<file path="src/rtl/seq_addsub_pkg.sv">
// Shared types and elaboration-time helpers for the sequential add/subtract unit.
package seq_addsub_pkg;

  // Operation sequencing: wait for operands, ripple chunks, present result.
  typedef enum logic [1:0] {
    IDLE = 2'd0,
    CALC = 2'd1,
    DONE = 2'd2
  } state_t;

  // Ceiling log2, used to size the chunk index register.
  function automatic int clog2(input int v);
    int r;
    r = 0;
    while ((1 << r) < v) r++;
    return r;
  endfunction

  // Number of chunk steps needed to cover one operand.
  function automatic int nchunk(input int width, input int chunk);
    return width / chunk;
  endfunction

  // Index register width; a single-chunk configuration still gets one bit.
  function automatic int idx_width(input int width, input int chunk);
    return (nchunk(width, chunk) > 1) ? clog2(nchunk(width, chunk)) : 1;
  endfunction

endpackage

</file>
<file path="src/rtl/seq_addsub_rca.sv">
// Purely combinational CHUNK-bit ripple-carry adder slice.
module rca_chunk #(
  parameter int CHUNK = 8
) (
  input  logic [CHUNK-1:0] a,
  input  logic [CHUNK-1:0] b,
  input  logic             cin,
  output logic [CHUNK-1:0] s,
  output logic             cout
);

  logic c;

  // Bit-serial ripple: each stage consumes the carry of the previous one.
  always_comb begin
    s = '0;
    c = cin;
    for (int i = 0; i < CHUNK; i++) begin
      s[i] = a[i] ^ b[i] ^ c;
      c    = (a[i] & b[i]) | (c & (a[i] ^ b[i]));
    end
    cout = c;
  end

endmodule

</file>
<file path="src/rtl/seq_addsub.sv">
// Multi-cycle add/subtract unit: one rca_chunk is time-multiplexed over the
// operand, CHUNK bits per clock, behind valid/ready handshakes on both sides.
module seq_addsub
  import seq_addsub_pkg::*;
#(
  parameter int WIDTH = 32,
  parameter int CHUNK = 8
) (
  input  logic             clk,
  input  logic             rst,
  input  logic             in_valid,
  output logic             in_ready,
  input  logic [WIDTH-1:0] A,
  input  logic [WIDTH-1:0] B,
  input  logic             Sub,
  output logic             out_valid,
  input  logic             out_ready,
  output logic [WIDTH-1:0] Sum,
  output logic             Cout,
  output logic             Ovf,
  output logic             Zero
);

  localparam int NCHUNK = nchunk(WIDTH, CHUNK);
  localparam int IDXW   = idx_width(WIDTH, CHUNK);
  localparam logic [IDXW-1:0] LAST = IDXW'(NCHUNK - 1);

  state_t state, state_nxt;

  // Operands and result are kept chunk-indexed so the slice mux is a plain index.
  logic [NCHUNK-1:0][CHUNK-1:0] a_q, b_q, sum_q, sum_nxt;
  logic                         carry_q;
  logic [IDXW-1:0]              idx_q;

  logic [CHUNK-1:0] s_chunk;
  logic             c_chunk;
  logic             accept;
  logic             step;
  logic             last;

  assign accept = (state == IDLE) && in_valid;
  assign step   = (state == CALC);
  assign last   = (idx_q == LAST);

  // Single adder slice, fed by the chunk selected by idx_q.
  rca_chunk #(.CHUNK(CHUNK)) u_rca (
    .a    (a_q[idx_q]),
    .b    (b_q[idx_q]),
    .cin  (carry_q),
    .s    (s_chunk),
    .cout (c_chunk)
  );

  // Result with the current chunk merged in; flags on the final step see all chunks.
  always_comb begin
    sum_nxt        = sum_q;
    sum_nxt[idx_q] = s_chunk;
  end

  // State register.
  always_ff @(posedge clk or posedge rst) begin
    if (rst) state <= IDLE;
    else     state <= state_nxt;
  end

  // Next-state and handshake outputs.
  always_comb begin
    state_nxt = state;
    in_ready  = 1'b0;
    out_valid = 1'b0;
    case (state)
      IDLE: begin
        in_ready = 1'b1;
        if (in_valid) state_nxt = CALC;
      end
      CALC: begin
        if (last) state_nxt = DONE;
      end
      DONE: begin
        out_valid = 1'b1;
        if (out_ready) state_nxt = IDLE;
      end
      default: state_nxt = IDLE;
    endcase
  end

  // Operand capture and chunk-by-chunk accumulation; flags settle on the last step
  // and then hold until the next operation's final step.
  always_ff @(posedge clk or posedge rst) begin
    if (rst) begin
      a_q     <= '0;
      b_q     <= '0;
      carry_q <= 1'b0;
      idx_q   <= '0;
      sum_q   <= '0;
      Cout    <= 1'b0;
      Ovf     <= 1'b0;
      Zero    <= 1'b0;
    end else if (accept) begin
      // Subtract is A + ~B + 1: invert B up front and seed the carry with Sub.
      a_q     <= A;
      b_q     <= B ^ {WIDTH{Sub}};
      carry_q <= Sub;
      idx_q   <= '0;
    end else if (step) begin
      sum_q   <= sum_nxt;
      carry_q <= c_chunk;
      idx_q   <= idx_q + 1'b1;
      if (last) begin
        Cout <= c_chunk;
        // Overflow: same-signed addends producing a differently-signed result.
        Ovf  <= (a_q[NCHUNK-1][CHUNK-1] == b_q[NCHUNK-1][CHUNK-1]) &&
                (s_chunk[CHUNK-1] != a_q[NCHUNK-1][CHUNK-1]);
        Zero <= ~|sum_nxt;
      end
    end
  end

  assign Sum = sum_q;

endmodule
</file>
<file path="config.mk">
export PLATFORM = sky130hd
export DESIGN_NAME = seq_addsub
export DESIGN_NICKNAME = d
export VERILOG_FILES = /design/src/rtl/seq_addsub_pkg.sv /design/src/rtl/seq_addsub_rca.sv /design/src/rtl/seq_addsub.sv
export SDC_FILE = /design/constraint.sdc
export NUM_CORES = 1
export LEC_CHECK = 0
export ABC_CLOCK_PERIOD_IN_PS = 5800
export CAP_MARGIN = 20
export CORE_ASPECT_RATIO = 1.75
export CORE_MARGIN = 3
export CORE_UTILIZATION = 40
export DETAILED_ROUTE_END_ITERATION = 6
export GPL_TIMING_DRIVEN = 1
export MAX_ROUTING_LAYER = met4
export PLACE_DENSITY_LB_ADDON = 0.2
export SYNTH_ARGS = -nofsm -noshare
export SYNTH_HDL_FRONTEND = slang
export SYNTH_SLANG_ARGS = --single-unit
</file>
<file path="constraint.sdc">
create_clock -name clk -period 5.8 [get_ports clk]
set_input_delay 1.16 -clock clk [delete_from_list [all_inputs] [get_ports clk]]
set_output_delay 1.16 -clock clk [all_outputs]
set_load 0.03 [all_outputs]
</file>
==> After elaboration in Yosys (flattened, before gate mapping) <==
Cells that the tools add are included.
{ "op_classes": {"addsub": 1, "magnitude_cmp": 2, "eq_ne": 8, "mux": 17, "bitwise": 42, "n_reduce_logical": 10} }
{ "ops": {"columns": ["cell", "count"], "rows": [
  ["$bmux 8 s2", 2],
  ["$bwmux 32", 1],
  ["$reduce_or 32->1", 1],
  ["$xor 32x32->32", 1],
  ["$mux 8", 3],
  ["$and 1x1->1", 16],
  ["$demux 8 s2", 1],
  ["$xor 1x1->1", 16],
  ["$mux 2", 5],
  ["$or 1x1->1", 8],
  ["$pmux 2 s3", 1],
  ["$reduce_and 3->1", 2],
  ["$eq 2x2->1 const B", 2],
  ["$mux 1", 4],
  ["$ne 2x2->1 const B", 2],
  ["$logic_and 1x1->1", 3],
  ["$lt 2x3->1 const B", 1],
  ["$add 2x1->2 const B", 1],
  ["$eq 2x1->1 const B", 1],
  ["$ge 2x1->1 const B", 1],
  ["$logic_not 2->1", 1],
  ["$ne 2x1->1 const B", 1],
  ["$reduce_and 2->1", 1],
  ["$reduce_bool 2->1", 1],
  ["other kinds (4)", 4]
]} }
{ "word_totals": {"ff_bits": 104, "word_cells": 98} }

==> Longest topological paths before layout <==
{ "logic_depth": {"word_depth": 21, "ltp_mapped": 19, "ltp_nobuf": 18} }

==> Hierarchy <==
A second synthesis with hierarchy kept.
{ "unflattened": {"hier_cells": 451, "hier_area_um2": 4948.5} }
{ "by_module_without_submodules": {"columns": ["module", "n_inst", "cells_each", "area_each_um2"], "rows": [
  ["seq_addsub", 1, 433, 4750.8],
  ["rca_chunk", 1, 18, 197.7]
]} }

==> Worst setup path before layout <==
Ideal clock, no wire load.
{ "synth_path": {"kind": "reg2reg", "startpoint": "reg idx_q[0]", "endpoint": "reg Zero", "setup_time_ns": 0.104, "arrival_time_ns": 5.038, "slack_ns": 0.659, "path_stages_with_launch": 18, "path_cell_list": "dfrtp_1 > buf_2 > buf_2 > mux4_2 > fa_1 > fa_1 > inv_1 > fa_1 > inv_1 > fa_1 > fa_1 > fa_1 > inv_1 > fa_1 > and4bb_2 > o221ai_1 > or4_4 > o41ai_2"} }
{ "synth_via": {"elab_chain_cells": 21, "word_cells_on_any_way": 51, "cone_classes": "order compare: 2; eq/ne: 1; mux: 7; bitwise: 37; reduce/logical: 4"} }
{ "synth_lines": {"columns": ["element", "line_no", "source"], "rows": [
  ["from (decl)", "seq_addsub.sv:33", "logic [IDXW-1:0] idx_q;"],
  ["from (signal assigned)", "seq_addsub.sv:108", "idx_q <= idx_q + 1'b1;"],
  ["$bmux 8 s2, on equally long branches", "seq_addsub.sv:47, seq_addsub.sv:48", null],
  ["$mux 8, on equally long branches", "seq_addsub.sv:47, seq_addsub.sv:48", null],
  ["$xor 1x1->1", "seq_addsub_rca.sv:19, seq_addsub_rca.sv:20", null],
  ["$and 1x1->1", "seq_addsub_rca.sv:20", "c = (a[i] & b[i]) | (c & (a[i] ^ b[i]));"],
  ["$or 1x1->1", "seq_addsub_rca.sv:20", null],
  ["$and 1x1->1", "seq_addsub_rca.sv:20", null],
  ["$or 1x1->1", "seq_addsub_rca.sv:20", null],
  ["$and 1x1->1", "seq_addsub_rca.sv:20", null],
  ["(+5 left out)", null, null],
  ["$and 1x1->1", "seq_addsub_rca.sv:20", null],
  ["$or 1x1->1", "seq_addsub_rca.sv:20", null],
  ["$and 1x1->1", "seq_addsub_rca.sv:20", null],
  ["$or 1x1->1", "seq_addsub_rca.sv:20", null],
  ["$xor 1x1->1", "seq_addsub_rca.sv:19", "s[i] = a[i] ^ b[i] ^ c;"],
  ["$bwmux 32", "seq_addsub.sv:57", "sum_nxt[idx_q] = s_chunk;"],
  ["$reduce_or 32->1", "seq_addsub.sv:114", "Zero <= ~|sum_nxt;"],
  ["$logic_not 1->1", "seq_addsub.sv:114", null],
  ["to (signal assigned)", "seq_addsub.sv:114", null],
  ["to (decl)", "seq_addsub.sv:21", "output logic Zero"]
]} }
Parallel ways exist; a longest one is shown, timed or not. The select of a mux whose other input is x is not followed.
A chain may end at the register's enable or synchronous reset.

==> Worst setup path after layout <==
Same ends and word-level chain as after synthesis.

==> metrics.md <==
| Metric | Value |
|---|---|
| Top cell type's share of synthesized area | `53.55%` |
| Clock tree buffer depth | `2` |
| Fmax achieved | `roughly 0.19 GHz` |
| Multi-input gate area | `around 2100 µm²` |
| Critical path class | `reg -> reg` |
| Max stage delay on crit path | `0.57 ns` |
| Tcrit/Tclk final | `92.15%` |
| Critical Path Sink Type | `flop` |
| Worst Path Required | `between 6 and 7 ns` |
| Syn-to-layout area delta | `29.07%` |
| Final setup viols | `0` |
| Drt wl/cell | `17.47 µm` |
| Unrepaired setup endpoints after global routing | `false` |
| Post-Place Cells | `approximately 600` |
| Fin nets | `566` |
| CTS tree | `built` |
| Post-route antenna net violation count | `0` |
| Core ar. | `11710 µm²` |
| Synth unique cells | `31` |
| Detailed-route DRC error count | `0` |
| Tot GR Track Use | `17.72%` |
| Top FF cell, synth | `dfrtp_1` |
| Area leader, netlist | `dfrtp_1` |
| Startpoint types | `flop` |
| ANT cells | `0` |
| Cell leakage power | `2.563 nW` |
| Relative slew slack | `33.54%` |
| Num CTS Buffers | `9` |
| Crit-path cells | `buf_4, mux4_2, fa_1, fa_1, inv_1, fa_1, inv_1, fa_1, fa_1, fa_1, inv_1, fa_1, buf_4, and4bb_2, o221ai_1, or4_4, o41ai_2` |
| Yosys reg bits | `104` |
| First-pass GRT wire length | `17.66 mm` |
| DRT iter0 DRCs | `122` |
| Via-to-Cell Ratio | `roughly 5.1` |
| Hpwl dp | `between 8 and 9 mm` |
| Largest net degree at the start of global routing | `97` |
| Layout cells sized above 1 | `between 10% and 20%` |
| Slew @ Worst Pin | `0.9970 ns` |
| Max-slew violation count | `0` |
| Synthesized netlist cell count | `388` |
| Mapped Avg Cell Area | `12.52 µm²` |
| Critical-path top delay cell | `mux4_2` |
| Pre-CTS setup slack | `0.4334 ns` |
| # hold bufs at CTS | `0` |
| Placed cell areas | `6017 µm²` |
| Hold Fails Final Rpt | `0` |
| EDFF count, synth | `0` |
| Yosys warnings | `0` |
| Row Count | `52` |
| Cell Count, Final, Fillers Out | `623` |
| Clock transition at the registers of the reported paths | `0.06 ns` |
| Syn nets | `between 400 and 500` |
| Worst skew pair latency | `0.34 ns` |
| PD cells | `between 600 and 700 nW/µm²` |
| Setup WS post-layout | `around 0.46 ns` |
| Reg area | `2603 µm²` |
| Setup_tns | `0 ns` |
| Power Total | `between 0.004 and 0.005 W` |
| Final min period | `5.345 ns` |
| Initial antenna violation count | `0` |
| Status | `completed` |
| Root buffer cell | `clkbuf_16` |
| Worst Skew | `0.004211 ns` |
| 1st-pass router iterations | `4` |
| Die height | `~150 µm` |
| Die area | `13560 µm²` |
| H-tree depth | `3` |
| HP Class | `reg -> reg` |
| Die width | `89.32 µm` |
| Filler cells | `1010` |
| Crit path top cell by count | `fa_1` |
| CTS sink count | `104` |
| Final wirelength | `10.88 mm` |
| Routed vias | `3202` |
| Routability cong. | `0.8051` |
| Post-Syn Area | `4860 µm²` |
| Area contributors post-synth | `dfrtp_1 (54%), mux2_2 (12%), mux4_2 (7.4%)` |
| Post-Layout Inst Area | `6272 µm²` |
| Sequential area share after synthesis | `53.55%` |
| I/O pin total | `106` |
| Peak VDD IR | `291.3 µV` |
| Maxcap violations | `0` |
| Remaining Overflow, GRT | `0` |
| Arr. time, crit path | `about 5.6 ns` |
| Setup Buffers After CTS | `0` |
| Initial core utilization | `41.50%` |
| Post_cts resized | `0` |
| IO Port Bufs | `105` |
| Vias in the first global route | `3359` |
| Crit path max fanout | `16` |
| Fraction of registers with async set/reset | `100.0%` |
## stage by stage
stage / hold slack (ns) / utilization (%)
floorplan: 0.4747 / -
global placement: 0.4789 / 51.38
detailed placement: 0.4749 / 51.38
CTS: 0.4968 / 53.56
global route: 0.5249 / 53.56
finish: 0.4910 / 53.56
## layout by cell type, fill, tap and decap left out, drive strengths merged
cell           Yosys  layout
and2               1       1
and3               1       1
a21oi             36      36
and4bb             1       1
or4                2       2
mux2              53      53
ha                 4       4
clkdlybuf4s50      0     104
mux4              16      16
nor3               2       2
nor4               4       4
nand2             20      20
buf                6       5
nand2b             1       1
xnor2             32      32
nor2              39      39
o41ai              1       1
clkinv             0       1
fa                 8       8
or4b               1       1
o21bai             1       1
mux2i              1       1
o221ai             1       1
dfrtp            104     104
inv               17      17
nor3b              1       1
a22o               1       1
and2b              1       1
clkbuf            17      13
o21ai             16      16
## routing by layer
layer | wire length, µm | vias up | track usage (%)
met3 | 372 | 24 | 2.547
met4 | 264 | 0 | 6.388
met1 | 4060 | 1570 | 20.16
met5 | 0 | - | -
li1 | - | 1530 | -
met2 | 6187 | 78 | 30.81
## kinds of logic after synthesis
kind of cell,Yosys count,synth area share [%]
AOI/OAI and AO/OA,56,6.205
and+or+nand+nor,74,7.029
xor gates and xnor gates,32,5.767
muxes,70,19.90
buffers and inverters,40,3.218
DFF,104,53.55
adders and majority gates,12,4.325
## registers in the layout, summed over array words and instances (netlist names)
name and flops:
state 2, carry_q 1, a_q 32, b_q 32
Sum 32, Ovf 1, Cout 1, idx_q 2
Zero 1
## final timing paths
check                                           from  cells past startpoint                   to  slack, ns
worst max-delay path            idx_q[0]$_DFFE_PP0P_                     17     Zero$_DFFE_PP0P_       0.46
worst min-delay path             Sum[27]$_DFFE_PP0P_                      2  Sum[27]$_DFFE_PP0P_       0.49
worst max register to register  idx_q[0]$_DFFE_PP0P_                     17     Zero$_DFFE_PP0P_       0.46
worst min register to register   Sum[27]$_DFFE_PP0P_                      2  Sum[27]$_DFFE_PP0P_       0.49
max in group asynchronous                        rst                      3  a_q[20]$_DFFE_PP0P_       3.44
min in group asynchronous                        rst                      2  Sum[20]$_DFFE_PP0P_       1.28
## synthesized netlist by cell type (2+ instances only)
master,number
clkbuf_1,17
dfrtp_1,104
fa_1,8
nor3_1,2
a21oi_1,36
nor2_1,39
inv_1,17
ha_1,4
o21ai_0,16
mux2_2,53
nand2_1,19
nor4_1,4
mux4_2,16
buf_2,5
xnor2_1,32
## critical path: cells and delay by family, from the launching register on
| kind | cells | cell delay [ns] |
|---|---|---|
| AO/OA/AOI/OAI | 2 | 0.44 |
| buffers and inverters | 5 | 0.70 |
| adder cells (fa/ha/maj) | 7 | 2.26 |
| AND/OR/NAND/NOR | 2 | 0.76 |
| multiplexers | 1 | 0.57 |
| flip-flops | 1 | 0.51 |
## where the power goes
group	switching [W]	total [W]	leakage [nW]	internal, W
clock	0.000241	0.000538	0.126	0.000298
sequential	0.000245	0.00135	1.22	0.00110
combinational	0.00125	0.00237	1.22	0.00112
## layout make-up
type / count / share of cell area, %
sequential: 104 / 41.49
multi-input combinational: 244 / 33.53
timing repair buffer: 109 / 17.16
clock buffer: 13 / 3.990
tap: 135 / 2.693
inverter: 17 / 1.057
clock inverter: 1 / 0.07979
Note: power is estimated with default switching activity, not from simulation.
